<file path="src/rtl/mem_issue_ctrl_if.sv">
// Cache-side request/response bus of the memory-op sequencer.
// The master modport is the sequencer and the slave modport is the data cache.
interface mem_issue_ctrl_if #(
   parameter int ADDR_W = 32
);
   logic              dreq_valid;
   logic              dreq_write;
   logic [1:0]        dreq_size;
   logic [ADDR_W-1:0] dreq_addr;
   logic [ADDR_W-1:0] dreq_wdata;
   logic [3:0]        dreq_strb;
   logic              daddr_ok;
   logic              ddata_ok;
   logic [ADDR_W-1:0] drdata;

   modport master (
      output dreq_valid, dreq_write, dreq_size, dreq_addr, dreq_wdata, dreq_strb,
      input  daddr_ok, ddata_ok, drdata
   );

   modport slave (
      input  dreq_valid, dreq_write, dreq_size, dreq_addr, dreq_wdata, dreq_strb,
      output daddr_ok, ddata_ok, drdata
   );
endinterface

</file>
<file path="src/rtl/mem_issue_ctrl.sv">
// Single-outstanding load/store sequencer between the issue stage and the data cache.
// Holds one op, runs the addr/data handshake and returns a one-cycle completion pulse.
module mem_issue_ctrl #(
   parameter int PREG_W = 6,
   parameter int ADDR_W = 32
) (
   input  logic              clk,
   input  logic              reset,
   input  logic              flush,
   input  logic              mem_issued,
   input  logic              req_write,
   input  logic [1:0]        req_size,
   input  logic [ADDR_W-1:0] req_addr,
   input  logic [ADDR_W-1:0] req_wdata,
   input  logic [3:0]        req_strb,
   input  logic [PREG_W-1:0] req_preg,
   output logic              wait_mem,
   mem_issue_ctrl_if.master  dbus,
   output logic              resp_valid,
   output logic              resp_write,
   output logic [PREG_W-1:0] resp_preg,
   output logic [ADDR_W-1:0] resp_data
);
   typedef enum logic [1:0] {IDLE, REQ, WAIT, RESP} state_t;

   state_t            state, state_nxt;
   logic              capture, data_done, dreq_valid;
   logic              kill;
   logic              op_write;
   logic [1:0]        op_size;
   logic [ADDR_W-1:0] op_addr;
   logic [ADDR_W-1:0] op_wdata;
   logic [3:0]        op_strb;
   logic [PREG_W-1:0] op_preg;

   // NOTE: sequential state uses non-blocking assignments so every flop samples pre-edge values.
   always_ff @(posedge clk) begin
      if (reset) begin
         state     <= IDLE;
         kill      <= 1'b0;
         op_write  <= 1'b0;
         op_size   <= '0;
         op_addr   <= '0;
         op_wdata  <= '0;
         op_strb   <= '0;
         op_preg   <= '0;
         resp_data <= '0;
      end else begin
         state <= state_nxt;
         if (capture) begin
            op_write <= req_write;
            op_size  <= req_size;
            op_addr  <= req_addr;
            op_wdata <= req_wdata;
            op_strb  <= req_strb;
            op_preg  <= req_preg;
            kill     <= 1'b0;
         end else if (flush && state != IDLE) begin
            // A flushed op still finishes its cache handshake; only the result is dropped.
            kill <= 1'b1;
         end
         if (data_done) begin
            resp_data <= op_write ? '0 : dbus.drdata;
         end
      end
   end

   // NOTE: every combinational output gets a default first so no latch is inferred.
   always_comb begin
      state_nxt  = state;
      capture    = 1'b0;
      data_done  = 1'b0;
      dreq_valid = 1'b0;
      resp_valid = 1'b0;
      wait_mem   = (state != IDLE);
      unique case (state)
         IDLE: begin
            if (mem_issued && !flush) begin
               capture   = 1'b1;
               state_nxt = REQ;
            end
         end
         REQ: begin
            dreq_valid = 1'b1;
            if (dbus.daddr_ok) begin
               data_done = dbus.ddata_ok;
               state_nxt = dbus.ddata_ok ? RESP : WAIT;
            end
         end
         WAIT: begin
            if (dbus.ddata_ok) begin
               data_done = 1'b1;
               state_nxt = RESP;
            end
         end
         RESP: begin
            resp_valid = !kill && !flush;
            state_nxt  = IDLE;
         end
         default: state_nxt = IDLE;
      endcase
   end

   assign dbus.dreq_valid = dreq_valid;
   assign dbus.dreq_write = op_write;
   assign dbus.dreq_size  = op_size;
   assign dbus.dreq_addr  = op_addr;
   assign dbus.dreq_wdata = op_wdata;
   assign dbus.dreq_strb  = op_strb;
   assign resp_write      = op_write;
   assign resp_preg       = op_preg;

   // Issue must honour wait_mem; a second op while busy is ignored.
   no_issue_while_busy: assert property (@(posedge clk) disable iff (reset) !(mem_issued && wait_mem));
endmodule
</file>
<file path="src/flat_wrapper.sv">
// flat-port wrapper written by rule: the top's interface ports become plain ports
module mem_issue_ctrl_flat 
#(
   parameter int PREG_W = 6,
   parameter int ADDR_W = 32
)
  (clk, reset, flush, mem_issued, req_write, req_size, req_addr, req_wdata, req_strb, req_preg, wait_mem, resp_valid, resp_write, resp_preg, resp_data, dbus_dreq_valid, dbus_dreq_write, dbus_dreq_size, dbus_dreq_addr, dbus_dreq_wdata, dbus_dreq_strb, dbus_daddr_ok, dbus_ddata_ok, dbus_drdata);
  mem_issue_ctrl_if #(.ADDR_W(ADDR_W)) dbus_i ();
  input  logic clk;
  input  logic reset;
  input  logic flush;
  input  logic mem_issued;
  input  logic req_write;
  input  logic [1:0] req_size;
  input  logic [ADDR_W-1:0] req_addr;
  input  logic [ADDR_W-1:0] req_wdata;
  input  logic [3:0] req_strb;
  input  logic [PREG_W-1:0] req_preg;
  output logic wait_mem;
  output logic resp_valid;
  output logic resp_write;
  output logic [PREG_W-1:0] resp_preg;
  output logic [ADDR_W-1:0] resp_data;
  output wire logic [$bits(dbus_i.dreq_valid)-1:0] dbus_dreq_valid;
  output wire logic [$bits(dbus_i.dreq_write)-1:0] dbus_dreq_write;
  output wire logic [$bits(dbus_i.dreq_size)-1:0] dbus_dreq_size;
  output wire logic [$bits(dbus_i.dreq_addr)-1:0] dbus_dreq_addr;
  output wire logic [$bits(dbus_i.dreq_wdata)-1:0] dbus_dreq_wdata;
  output wire logic [$bits(dbus_i.dreq_strb)-1:0] dbus_dreq_strb;
  input wire logic [$bits(dbus_i.daddr_ok)-1:0] dbus_daddr_ok;
  input wire logic [$bits(dbus_i.ddata_ok)-1:0] dbus_ddata_ok;
  input wire logic [$bits(dbus_i.drdata)-1:0] dbus_drdata;
  assign dbus_dreq_valid = dbus_i.dreq_valid;
  assign dbus_dreq_write = dbus_i.dreq_write;
  assign dbus_dreq_size = dbus_i.dreq_size;
  assign dbus_dreq_addr = dbus_i.dreq_addr;
  assign dbus_dreq_wdata = dbus_i.dreq_wdata;
  assign dbus_dreq_strb = dbus_i.dreq_strb;
  assign dbus_i.daddr_ok = dbus_daddr_ok;
  assign dbus_i.ddata_ok = dbus_ddata_ok;
  assign dbus_i.drdata = dbus_drdata;
  mem_issue_ctrl #(.PREG_W(PREG_W), .ADDR_W(ADDR_W)) u_core (.clk(clk), .reset(reset), .flush(flush), .mem_issued(mem_issued), .req_write(req_write), .req_size(req_size), .req_addr(req_addr), .req_wdata(req_wdata), .req_strb(req_strb), .req_preg(req_preg), .wait_mem(wait_mem), .dbus(dbus_i), .resp_valid(resp_valid), .resp_write(resp_write), .resp_preg(resp_preg), .resp_data(resp_data));
endmodule
</file>
<file path="config.mk">
export PLATFORM = sky130hd
export DESIGN_NAME = mem_issue_ctrl_flat
export DESIGN_NICKNAME = d
export VERILOG_FILES = /design/src/rtl/mem_issue_ctrl_if.sv /design/src/rtl/mem_issue_ctrl.sv /design/src/flat_wrapper.sv
export SDC_FILE = /design/constraint.sdc
export NUM_CORES = 1
export LEC_CHECK = 0
export ABC_AREA = 1
export BUFFER_PORTS_ARGS = -buffer_cell sky130_fd_sc_hd__clkbuf_2
export CAP_MARGIN = 20
export CORE_ASPECT_RATIO = 0.75
export CORE_MARGIN = 4
export CORE_UTILIZATION = 45
export DETAILED_ROUTE_END_ITERATION = 8
export PLACE_DENSITY = 0.81
export SLEW_MARGIN = 20
export SYNTH_ARGS = -nofsm -noshare
export SYNTH_HDL_FRONTEND = slang
export SYNTH_SLANG_ARGS = --single-unit
</file>
<file path="constraint.sdc">
create_clock -name clk -period 3.3 [get_ports clk]
set_input_delay 0 -clock clk [delete_from_list [all_inputs] [get_ports clk]]
set_output_delay 0 -clock clk [all_outputs]
set_load 0.02 [all_outputs]
</file>
# Word-level counts from Yosys, hierarchy flattened
# Cells that the tools add are included.
# W data, S select, Z words.
[word_totals]
input_bits = 115
register_bits = 112
out_inout_bits = 113
wordCells = 37
[classes]
n_mux = 13
reduce_logical = 9
eq_ne = 6
[op_table]
columns = ["cell", "n"]
rows = [
  ["$mux W32", 1],
  ["$pmux W2 S4", 1],
  ["$mux W1", 7],
  ["$mux W2", 3],
  ["$eq A2 B2 Y1 const B", 2],
  ["$ne A2 B2 Y1 const B", 2],
  ["$logic_and A1 B1 Y1", 3],
  ["$reduce_and A3 Y1", 1],
  ["$eq A2 B1 Y1 const B", 1],
  ["$logic_not A1 Y1", 2],
  ["$logic_not A2 Y1", 1],
  ["$ne A2 B1 Y1 const B", 1],
  ["$pmux W1 S2", 1],
  ["$reduce_bool A2 Y1", 1],
  ["$reduce_or A2 Y1", 1],
]

# Longest topological paths before layout
[depth]
word_depth = 5
ltp_mapped = 9
ltp_nobuf = 8

# Worst setup path after synthesis
# No wires, ideal clock.
[synth_timing]
path_type = "register -> register"
from = "register u_core.state[0]"
to = "register u_core.resp_data[19]"
t_arrival_ns = 1.412
slack_ns = 1.772
synth_period_minus_slack_ns = 1.528
setup_time_ns = 0.116
t_required_ns = 3.184
path_buffers = 1
path_stages_with_launch = 10
cell_sequence = "dfxtp_1 inv_1 ha_1 nand2_1 inv_2 nand2_2 inv_2 buf_2 o21ai_0 nor2_1"
[synth_via]
elab_chain_len = 2
elab_cells_between_ends = 3
cone_classes = "eq/ne (2); mux (1)"
[synth_rtl]
columns = ["item", "line_no", "source"]
rows = [
  ["start: declaration", "mem_issue_ctrl.sv:26", "state_t state, state_nxt;"],
  ["start signal: assignment", "mem_issue_ctrl.sv:49", "state <= state_nxt;"],
  ["$eq A2 B2 Y1 / $eq A2 B1 Y1 (equally long branches)", "mem_issue_ctrl.sv:76", "unique case (state)"],
  ["$pmux W1 S2 (*)", "mem_issue_ctrl.sv:76", ""],
  ["end signal: assignment", "mem_issue_ctrl.sv:63", "resp_data <= op_write ? '0 : dbus.drdata;"],
  ["end: declaration", "mem_issue_ctrl.sv:22", "output logic [ADDR_W-1:0] resp_data"],
]
# Every way passes the cells marked *; elsewhere a longest branch is shown, timed or not.
# A chain may end at the register's enable or synchronous reset.

# Worst setup path in the final report
[layout_timing]
from = "register u_core.state[0]"
to = "register u_core.op_size[1] (netlist: u_core.dbus.dreq_size[1])"
[layout_via]
elab_chain_len = 2
[layout_rtl]
columns = ["item", "line_no", "source"]
rows = [
  ["$logic_not A2 Y1", "mem_issue_ctrl.sv:76", ""],
  ["$mux W1", "mem_issue_ctrl.sv:76", ""],
  ["end signal: assignment", "mem_issue_ctrl.sv:52", "op_size <= req_size;"],
  ["end: declaration", "mem_issue_ctrl.sv:30", "logic [1:0] op_size;"],
]
# Every way passes these cells.

==> results.md <==
- Most frequent cell after synthesis: nand2_1
- Synth top area share: 55.0%
- Htree depth: 3
- Area Growth Syn to Fin: 62.1%
- Hpwl dp: 8330 microns
- Worst setup SP type: flop
- Initial Util: 47.2%
- Clk slew on worst S/H paths: 0.07 ns
- Global-route wire length before repair: 23700 microns
- Area of the mapped netlist: 4080 sq um
- Final WL: 14700 microns
- Fmax: 0.501 GHz
- Number of global-route vias before repair: 4859
- CTS buffer count: 9
- Clock Path Buffers: 2
- Clock root buffer: clkbuf_16
- CTS tree: built
- Register area share after synthesis: 55.0%
- Post-synthesis instance total: 524
- Drt pass-1 iters: 5
- DR vias/cell: 5.09
- Post-synth EDFFs: 0
- Antenna-violating nets left: 0
- RSZ-0062 raised after global routing: false
- Outcome: finished clean
- Logic pwr share: 32.4%
- Slew Limit Fails: 0
- Fin crit period: 2.00 ns
- Internal power: 0.00261 W
- Synth cell count leaders: 172 x nand2_1, 112 x dfxtp_1, 110 x a21oi_1
- Psw: 0.00144 W
- Rel. slew slack: 32.8%
- Critical path class: reg2reg
- Setup_tns: 0 ns
- Drt initial violations: 487
- #FFs+latches synth: 112
- Die Y: 90.4 microns
- Critical Path RT: 3.56 ns
- Sequential share of power: 41.1%
- RePlAce Congestion: 0.803
- Drt wl/cell: 15.4 microns
- Total Nets Final: 960
- Cts repair resizes: 0
- IO buf count: 227
- Power Dens Cells: 613 nW/um^2
- Tightest Pin Transition: 1.01 ns
- Via count: 4854
- Number of hold violations in the final report: 0
- I/O pins: 228
- Clock power share: 26.5%
- Distinct cells, synth: 19
- CP endpoint kind: flop
- All-layer global routing usage: 26.8%
- Drt drc: 0
- Row count: 29
- Ys Warns: 0
- Static Leak: 3.12 nW
- Max_cap viols: 0
- Synth Flop Type: dfxtp_1
- Post-Syn Area per Cell: 7.78 sq um
- Pwr Total: 0.00405 W
- Final period util: 60.5%
- Die Width: 118 microns
- Largest net degree at the start of global routing: 79
- Worst VDD drop: 501 uV
- Gr ovfl total: 0
- Full die area: 10700 sq um
- Syn nets: 644
- Crit-path max FO: 78
- Clock Skew: 0.00901 ns
- Sw Share: 35.5%
- Core area: 8640 sq um
- # setup viols final: 0
- Initial antenna violation count: 0
- CTS Sinks: 112
- Synth area leader: dfxtp_1
- Hold Crit Class: in2reg
- Ys async rst share: 0%
- Crit path arrival time: 2.25 ns
- Top post-synthesis cells by area: dfxtp_1 55%, nand2_1 16%, a21oi_1 14%
- Share of layout cells above drive strength 1: 29.8%
- Clk_lat worst skew: 0.34 ns
## cell usage in the layout, fill, tap and decap left out
master	netlist	layout
clkbuf_2	0	227
nand2_1	172	172
dfxtp_1	112	112
a21oi_1	110	110
dlygate4sd3_1	0	110
nor2_1	37	37
o21ai_0	26	26
inv_1	12	12
clkbuf_16	0	9
ha_1	5	5
inv_2	4	4
buf_4	2	4
o21ai_1	3	3
clkinv_4	0	3
nand3_1	2	2
clkbuf_1	15	2
diode_2	0	1
nand3_2	1	1
o211ai_1	1	1
nand2_2	1	1
nor3_1	1	1
inv_6	0	1
bufinv_16	0	1
buf_12	0	1
## final timing paths
path,start,end,slack [ns],depth (start not counted)
worst min register to register,u_core.dbus.dreq_wdata[5]$_SDFFE_PP0P_,u_core.dbus.dreq_wdata[5]$_SDFFE_PP0P_,0.46,2
worst max-delay path,u_core.state[0]$_SDFFE_PP0P_,u_core.dbus.dreq_size[1]$_SDFFE_PP0P_,1.30,6
worst min-delay path,dbus_ddata_ok,u_core.state[0]$_SDFFE_PP0P_,0.09,5
worst max register to register,u_core.state[0]$_SDFFE_PP0P_,u_core.dbus.dreq_size[1]$_SDFFE_PP0P_,1.30,6
## through the flow
step                      setup WS, ns  instances  instance area (sq um)  hold WS (ns)  utilization [%]
after floorplan                   1.77        524                   4080         0.143                -
after global placement            1.47        827                   5200         0.232             60.3
after detailed placement          1.41        827                   5200         0.237             60.3
after CTS                         1.40        953                   6600        0.0741             76.5
after global routing              1.19        953                   6600        0.0976             76.5
final                             1.30        954                   6610        0.0896             76.5
## metal layers
| metal | vias up | GRT usage, % | wire length (microns) |
|---|---|---|---|
| met4 | 0 | 12.4 | 575 |
| met5 | - | 0 | 0 |
| li1 | 2320 | - | - |
| met3 | 59 | 9.89 | 1340 |
| met2 | 277 | 47.2 | 7380 |
| met1 | 2198 | 28.7 | 5370 |
## power by group through the flow
stage	combinational, W	sequential [W]	clock, W
after floorplan	0.000590	0.00189	0
after global placement	0.00115	0.00168	0
after detailed placement	0.00118	0.00168	0
after CTS	0.00128	0.00166	0.00110
after global routing	0.00143	0.00169	0.00114
final	0.00131	0.00167	0.00107
## cell type report
| cell class | instances | area (sq um) |
|---|---|---|
| Antenna cell | 1 | 2.50 |
| Clock buffer | 11 | 233 |
| Clock inverter | 5 | 65.1 |
| Fill cell | 571 | 2030 |
| Inverter | 16 | 60.1 |
| Multi-Input combinational cell | 359 | 1580 |
| Sequential cell | 112 | 2240 |
| Tap cell | 108 | 135 |
| Timing Repair Buffer | 342 | 2290 |
## timing repair
action	4_1_cts	5_1_grt
setup buffers	0	0
hold buffers	110	0
setup endpoints to repair	0	0
hold endpoints to repair	110	0
## state kept, by name, indices dropped and copies added, names as in the netlist
signal / count
u_core.dbus.dreq_size: 2
u_core.kill: 1
u_core.resp_preg: 6
u_core.state: 2
u_core.dbus.dreq_wdata: 32
u_core.dbus.dreq_addr: 32
u_core.dbus.dreq_strb: 4
u_core.resp_data: 32
u_core.dbus.dreq_write: 1
## logic make-up after synthesis
kind of cell	Yosys count	share of synthesized area [%]
adders and majority gates	5	1.53
buffers and inverters	53	6.20
DFF	112	55.0
AOI/OAI and AO/OA	140	17.2
and+or+nand+nor	214	20.0
## critical path: stages (launching register included)
cell and delay, ns:
dfxtp_1 0.42, inv_1 0.11, ha_1 0.25, nand3_2 0.09, buf_4 0.57, nand2_1 0.16
a21oi_1 0.23
(Power assumes the default switching activity.)
